[config.mk]
export PLATFORM = sky130hd
export DESIGN_NAME = wallace_mult_pipe
export DESIGN_NICKNAME = d
export VERILOG_FILES = /design/src/rtl/wallace_mult_pipe_pkg.sv /design/src/rtl/wallace_mult_pipe_csa_3to2.sv /design/src/rtl/wallace_mult_pipe.sv
export SDC_FILE = /design/constraint.sdc
export NUM_CORES = 2
export LEC_CHECK = 0
export ABC_AREA = 1
export CORE_ASPECT_RATIO = 0.7
export CORE_UTILIZATION = 65
export CTS_CLUSTER_SIZE = 10
export DETAILED_ROUTE_END_ITERATION = 7
export DONT_BUFFER_PORTS = 1
export GPL_TIMING_DRIVEN = 0
export PLACE_DENSITY = 0.81
export SLEW_MARGIN = 30
export SYNTH_ARGS = -nofsm -noshare
export SYNTH_HDL_FRONTEND = slang
export SYNTH_SLANG_ARGS = --single-unit
[constraint.sdc]
create_clock -name clk -period 16.8 [get_ports clk]
set_input_delay 4.2 -clock clk [delete_from_list [all_inputs] [get_ports clk]]
set_output_delay 4.2 -clock clk [all_outputs]
set_load 0.1 [all_outputs]
[src/rtl/wallace_mult_pipe_pkg.sv]
// Shared constants and elaboration-time helpers for the pipelined Wallace-tree multiplier.
// The CSA layer helpers count the rows of the reduction tree, which are WIDTH partial products plus one constant row.
package wallace_mult_pipe_pkg;

    localparam int   PIPE_DEPTH  = 3;
    localparam logic PRODUCT_RST = 1'b0;

    // Each 3:2 layer turns every full group of three rows into two rows.
    // Rows left over when the count is not a multiple of three pass through unchanged.
    function automatic int rows_after(input int width, input int layers);
        int n;
        n = width + 1;
        for (int l = 0; l < layers; l++) begin
            if (n > 2) n = 2 * (n / 3) + n % 3;
        end
        return n;
    endfunction

    function automatic int csa_layers(input int width);
        int n;
        int l;
        n = width + 1;
        l = 0;
        while (n > 2) begin
            n = 2 * (n / 3) + n % 3;
            l++;
        end
        return l;
    endfunction

endpackage

[src/rtl/wallace_mult_pipe_csa_3to2.sv]
// Bit-vector 3:2 carry-save compressor.
// The carry output is already shifted to its own weight, and the bit shifted out at the top is dropped.
module csa_3to2 #(
    parameter int WIDTH = 8
) (
    input  logic [WIDTH-1:0] x,
    input  logic [WIDTH-1:0] y,
    input  logic [WIDTH-1:0] z,
    output logic [WIDTH-1:0] sum,
    output logic [WIDTH-1:0] carry
);

    assign sum   = x ^ y ^ z;
    assign carry = {(x[WIDTH-2:0] & y[WIDTH-2:0]) |
                    (x[WIDTH-2:0] & z[WIDTH-2:0]) |
                    (y[WIDTH-2:0] & z[WIDTH-2:0]), 1'b0};

endmodule

[src/rtl/wallace_mult_pipe.sv]
// Three-stage pipelined Wallace-tree multiplier, signed (Baugh-Wooley) or unsigned per transaction.
// Optional accumulator on the output handshake: define WALLACE_MULT_ACC_EN.
module wallace_mult_pipe
    import wallace_mult_pipe_pkg::*;
#(
    parameter int WIDTH = 32
) (
    input  logic               clk,
    input  logic               rst,
    input  logic [WIDTH-1:0]   a,
    input  logic [WIDTH-1:0]   b,
    input  logic               sgn,
    input  logic               in_valid,
    output logic               in_ready,
    output logic [2*WIDTH-1:0] product,
    output logic               out_valid,
    input  logic               out_ready
`ifdef WALLACE_MULT_ACC_EN
    ,
    input  logic               acc_clr,
    output logic [2*WIDTH-1:0] acc
`endif
);

    localparam int P      = 2 * WIDTH;
    localparam int LAYERS = csa_layers(WIDTH);
    localparam int SPLIT  = (LAYERS + 1) / 2;
    localparam int N0     = WIDTH + 1;
    localparam int N1     = rows_after(WIDTH, SPLIT);
    localparam int N2     = rows_after(WIDTH, LAYERS);
    // Baugh-Wooley correction: +2^WIDTH and +2^(2*WIDTH-1), modulo 2^(2*WIDTH).
    localparam logic [P-1:0] BW_CONST = (P'(1) << (P - 1)) | (P'(1) << WIDTH);

    logic                  en;
    logic [PIPE_DEPTH-1:0] vld;
    logic [P-1:0]          pp      [N0];
    logic [P-1:0]          s1_rows [N1];
    logic [P-1:0]          s2_rows [N2];

    assign out_valid = vld[PIPE_DEPTH-1];
    assign en        = !out_valid || out_ready;
    assign in_ready  = en;

    // The sign-mixing terms (exactly one operand MSB involved) are inverted in signed mode.
    for (genvar i = 0; i < WIDTH; i++) begin : g_pp
        logic [P-1:0] row;
        always_comb begin
            row = '0;
            for (int j = 0; j < WIDTH; j++) begin
                row[i+j] = (a[j] & b[i]) ^ (sgn & ((i == WIDTH - 1) != (j == WIDTH - 1)));
            end
        end
        assign pp[i] = row;
    end
    assign pp[WIDTH] = sgn ? BW_CONST : '0;

    // Layers below SPLIT run combinationally ahead of the S1 register, and the rest run ahead of S2.
    for (genvar l = 0; l < LAYERS; l++) begin : g_lyr
        localparam int NI = rows_after(WIDTH, l);
        localparam int NO = rows_after(WIDTH, l + 1);
        localparam int NG = NI / 3;
        logic [P-1:0] src  [NI];
        logic [P-1:0] rows [NO];

        if (l == 0) begin : g_src_pp
            assign src = pp;
        end else if (l == SPLIT) begin : g_src_s1
            assign src = s1_rows;
        end else begin : g_src_prev
            assign src = g_lyr[l-1].rows;
        end

        for (genvar g = 0; g < NG; g++) begin : g_csa
            csa_3to2 #(.WIDTH(P)) u_csa (
                .x     (src[3*g]),
                .y     (src[3*g+1]),
                .z     (src[3*g+2]),
                .sum   (rows[2*g]),
                .carry (rows[2*g+1])
            );
        end
        for (genvar r = 3 * NG; r < NI; r++) begin : g_pass
            assign rows[2*NG+r-3*NG] = src[r];
        end
    end

    always_ff @(posedge clk) begin
        if (rst) begin
            vld <= '0;
        end else if (en) begin
            vld <= {vld[PIPE_DEPTH-2:0], in_valid};
        end
    end

    // NOTE: the row registers have no reset because the valid bits qualify them, so a stale row is never observed.
    always_ff @(posedge clk) begin
        if (en) begin
            s1_rows <= g_lyr[SPLIT-1].rows;
            s2_rows <= g_lyr[LAYERS-1].rows;
        end
    end

    always_ff @(posedge clk) begin
        if (rst) begin
            product <= {P{PRODUCT_RST}};
        end else if (en && vld[PIPE_DEPTH-2]) begin
            product <= s2_rows[0] + s2_rows[1];
        end
    end

`ifdef WALLACE_MULT_ACC_EN
    logic [PIPE_DEPTH-1:0] clr_pipe;

    always_ff @(posedge clk) begin
        if (en) clr_pipe <= {clr_pipe[PIPE_DEPTH-2:0], acc_clr};
    end

    always_ff @(posedge clk) begin
        if (rst) begin
            acc <= '0;
        end else if (out_valid && out_ready) begin
            acc <= clr_pipe[PIPE_DEPTH-1] ? product : acc + product;
        end
    end
`endif

endmodule

# Word-level counts from Yosys, hierarchy flattened
# Cells that the tools add are included.
dict set report word_totals {
  reg_bits 638
  inputBits 69
  elab_cells 1319
  out_inout_bits 66
}
dict set report op_classes {
  n_reduce_logical 3
  add_sub_neg 1
  n_mux 1
  bitwise 1303
}
# cell count
set op_table {}
lappend op_table {{$or A63 B63 Y63} 62}
lappend op_table {{$and A63 B63 Y63} 61}
lappend op_table {{$xor A64 B64 Y64} 41}
lappend op_table {{$and A1 B1 Y1} 1024}
lappend op_table {{$and A62 B63 Y63} 2}
lappend op_table {{$add A64 B64 Y64} 1}
lappend op_table {{$mux W64} 1}
lappend op_table {{$xor A64 B34 Y64} 1}
lappend op_table {{$xor A64 B37 Y64} 1}
lappend op_table {{$xor A64 B40 Y64} 1}
lappend op_table {{$xor A64 B43 Y64} 1}
lappend op_table {{$xor A64 B46 Y64} 1}
lappend op_table {{$xor A64 B49 Y64} 1}
lappend op_table {{$xor A64 B52 Y64} 1}
lappend op_table {{$xor A64 B55 Y64} 1}
lappend op_table {{$xor A64 B58 Y64} 1}
lappend op_table {{$xor A64 B61 Y64} 1}
lappend op_table {{$xor A62 B63 Y63} 1}
lappend op_table {{$xor A1 B1 Y1} 62}
lappend op_table {{$and A59 B61 Y61} 1}
lappend op_table {{$and A60 B61 Y61} 1}
lappend op_table {{$and A59 B60 Y60} 1}
lappend op_table {{$xor A59 B60 Y60} 1}
lappend op_table {{$and A56 B58 Y58} 1}
lappend op_table {{other kinds (38)} 38}

# Depth between registers and ports, before layout
dict set report logic_depth {
  depth_word 14
  mapped_depth 15
  mapped_depth_nobuf 15
}

# Cells and area by module
# A second synthesis with hierarchy kept.
dict set report unflattened {
  cells_unflattened 6729
  area_unflattened_um2 74929.4
}
# module instances area_each_um2 seq_area_each_um2 cells_each
set modules_own_cells {}
lappend modules_own_cells {csa_3to2 31 1307.5 0.0 74}
lappend modules_own_cells {wallace_mult_pipe 1 34396.7 18637.9 4435}

# Worst setup path before layout
# No wires, ideal clock.
dict set report synth_path {
  kind {input to output}
  start {input out_ready}
  end {output in_ready}
  path_buffers 0
  arrival_ns 12.480
  required_ns 12.600
  cell_stages 2
  path_slack_ns 0.120
  path_cell_list {nor2_1 > inv_1}
}
dict set report synth_via {
  elab_chain_cells 1
}
# item line_no
set synth_rtl {}
lappend synth_rtl {{start, declared} wallace_mult_pipe.sv:17} ;# input logic out_ready
lappend synth_rtl {{$logic_or A1 B1 Y1} wallace_mult_pipe.sv:41} ;# assign en = !out_valid || out_ready;
lappend synth_rtl {{end, declared} wallace_mult_pipe.sv:14} ;# output logic in_ready,
# No other way between the ends.

# Worst setup path in the final report
# Ends and elaborated chain as after synthesis.

==> results.cfg <==
[synth]
synthXorXnorAreaFrac_pct = 1.58
synth.area.mux_share_pct = 0
synth.distinct_cells = 34
synth_cells = 5512
synth-main-ff-cell = edfxtp_1
syn_nets = 6734
synth.avg_cell_area_um2 = 9.06
synthAdderAreaFrac_pct = 42.5
synth_compound_area_share_pct = 1.08
synthArstFlopShare_pct = 0
synth.yosys.warnings = 0
yosys.area_share.simple_pct = 14.5
synth_seq_area_share_pct = 26.4
synth_top_family_by_area = adder cells
synth_area_um2 = 49900
synth-edff-count = 394
yosys_register_bits = 461

[global_routing]
grt_max_degree = 96
busiest_layer = met2
grt_pass1_wl_um = 251000
grtUsageMet3_pct = 25.4
grt_pass1_vias = 38500
overflow = 0
met2_usage_pct = 63.7
grt_use_total_pct = 45.9
antenna_found_initial = 13
use_met1_pct = 58.6

[clock_tree]
post_cts_resized = 0
cts_tree = built
htreeDepth = 2
clock_sinks = 461
cts_root_buf = clkbuf_16
numCtsBuffers = 54
clkTransAtPathRegs_ps = 60
post-cts-setup-buffers = 0
clk_latency_ps = 700
ctsHoldBuffers = 0
clockBufferDepth = 3

[placed_design]
io_buffers = 0
gp_congestion = 1.12
place_area_um2 = 51300
placedCellCount = 6508
dp_hpwl_um = 138000

[power]
p_leak_nw = 28.8
power_density_nw_per_um2 = 201
peakVddDrop_uv = 534
switching_share_pct = 51.0
p_comb_share_pct = 65.8
p_int_mw = 5.21
clockPowerShare_pct = 10.7
p_sw_mw = 5.42
p_seq_share_pct = 23.5

[worst_hold_path]
min_path_type = reg -> reg

[drt]
routedWlPerCell_um = 26.3
ant_nets = 0
viasPerCell = 5.73
drtPass1Iterations = 8
drt-total-wl_um = 174000
num_vias = 37900
drt-initial-drc-count = 4941
drc = 1

[layout]
finalNonFillerCells = 6602
final_common_cell = inv_1
mostFrequentLayoutCells = inv_1, nand2_1, fa_1
area_growth_pct = 6.11
multi_input_area_um2 = 29800
seqCellArea_um2 = 13200
layout-drive-gt1-share_pct = 2.60
nets = 6797
fillers = 5926
finalCoreUtilization_pct = 70.1
final_area_um2 = 53000

[sta]
maxSlewHeadroom_pct = 17.2
final_hold_viol_count = 0
min_period_over_period_pct = 59.0
min_period_ps = 9920
timing.fmax_ghz = 0.101
fin_skew_ps = 68.6
tightest_slew_ps = 1240
rsz0062_at_grt = no
tns_ps = 0
maxSlewViolCount = 0
setup_viol = 0

[setup_path]
crit_fanout = 95
crit_type = in -> out
worst_path_max_delay_cell = nor2_1
cp-start-kind = input pin
cp.arrival_ps = 5720
cp.buffers_inverters = 3
crit_family = buffers and inverters
end_kind = output pin
cpPeakStageDelay_ps = 410
cp_data_required_time_ps = 12600
critPathMostFrequentCell = buf_16
path_cells = nor2_1 -> inv_8 -> buf_16 -> buf_16

[floorplanning]
die_w_um = 333
initial_core_util_pct = 66.1
die_h_um = 234
pin_count = 135
rows = 84
die_area_um2 = 77900
core_area_um2 = 75600

[run]
cap_violations = 0

[status]
violations = DRC
status = finished, violations left
per-stage QoR:
stage	power [mW]	worst slack (ps)	hold slack [ps]
2_1_floorplan	5.98	120	400
3_3_place_gp	8.65	-2950	401
3_5_place_dp	9.02	6890	408
4_1_cts	10.3	6880	423
5_1_grt	11.3	6780	422
6_report	10.6	6880	423
state kept, by name (all words and copies together), names as in the netlist:
| register | count |
|---|---|
| s2_rows | 119 |
| product | 64 |
| g_lyr.src | 242 |
| vld | 3 |
| g_lyr.rows | 33 |
cell usage after synthesis (6+ instances only):
library cell  number  share of area [%]
clkbuf_1         208                1.6
a21oi_1           44               0.44
nor2_2            12               0.15
ha_1             246                6.2
nand2_1         1512                 11
nand3_2            6               0.12
inv_1           1612                 12
nor2_1           212                1.6
nand3_1           74               0.74
fa_1             907                 36
nand4_1            8               0.10
o21ai_0           47               0.47
inv_2             19               0.14
buf_2              9              0.090
xor2_1            86                1.5
dfxtp_1           67                2.7
edfxtp_1         394                 24
nor3_1             8              0.080
power groups by stage:
stage | Sequential, mW | Combinational, mW | Clock, mW
2_1_floorplan | 2.45 | 3.53 | 0
3_5_place_dp | 2.52 | 6.51 | 0
5_1_grt | 2.54 | 7.54 | 1.18
3_3_place_gp | 2.50 | 6.14 | 0
4_1_cts | 2.50 | 6.64 | 1.14
6_report | 2.50 | 7.00 | 1.14
cell families (layout without fill, tap and decap cells):
logic type | after synthesis | in the layout
flops | 461 | 461
xor+xnor | 90 | 90
buf+inv | 1853 | 1950
fa+ha+maj | 1153 | 1153
simple gates | 1852 | 1852
other cells | 0 | 4
compound gates | 103 | 103
worst paths after layout:
kind                                             startpoint  slack (ps)                      to  cells past startpoint
worst max register to register  g_lyr[4].src[108]$_DFFE_PN_       13560  s2_rows[108]$_DFFE_PN_                      6
worst max-delay path                              out_ready        6880                in_ready                      4
worst min-delay path            g_lyr[4].src[384]$_DFFE_PN_         420   s2_rows[64]$_DFFE_PN_                      0
worst min register to register  g_lyr[4].src[384]$_DFFE_PN_         420   s2_rows[64]$_DFFE_PN_                      0
per-layer routing:
layer | part of all wire, % | up-vias
met5 | 0.26 | -
met4 | 6.2 | 26
met1 | 36 | 18300
met2 | 40 | 3003
li1 | - | 15800
met3 | 18 | 710
final cells by class:
class	count	share of cell area, %
antenna	4	0.0189
buffer	220	1.62
clock buffer	80	2.73
clock inverter	10	0.309
inverter	1633	11.6
multi-input combinational	3198	56.2
sequential	461	24.9
tap	989	2.34
timing repair buffer	7	0.302
Power figures use the tool's default switching activity.
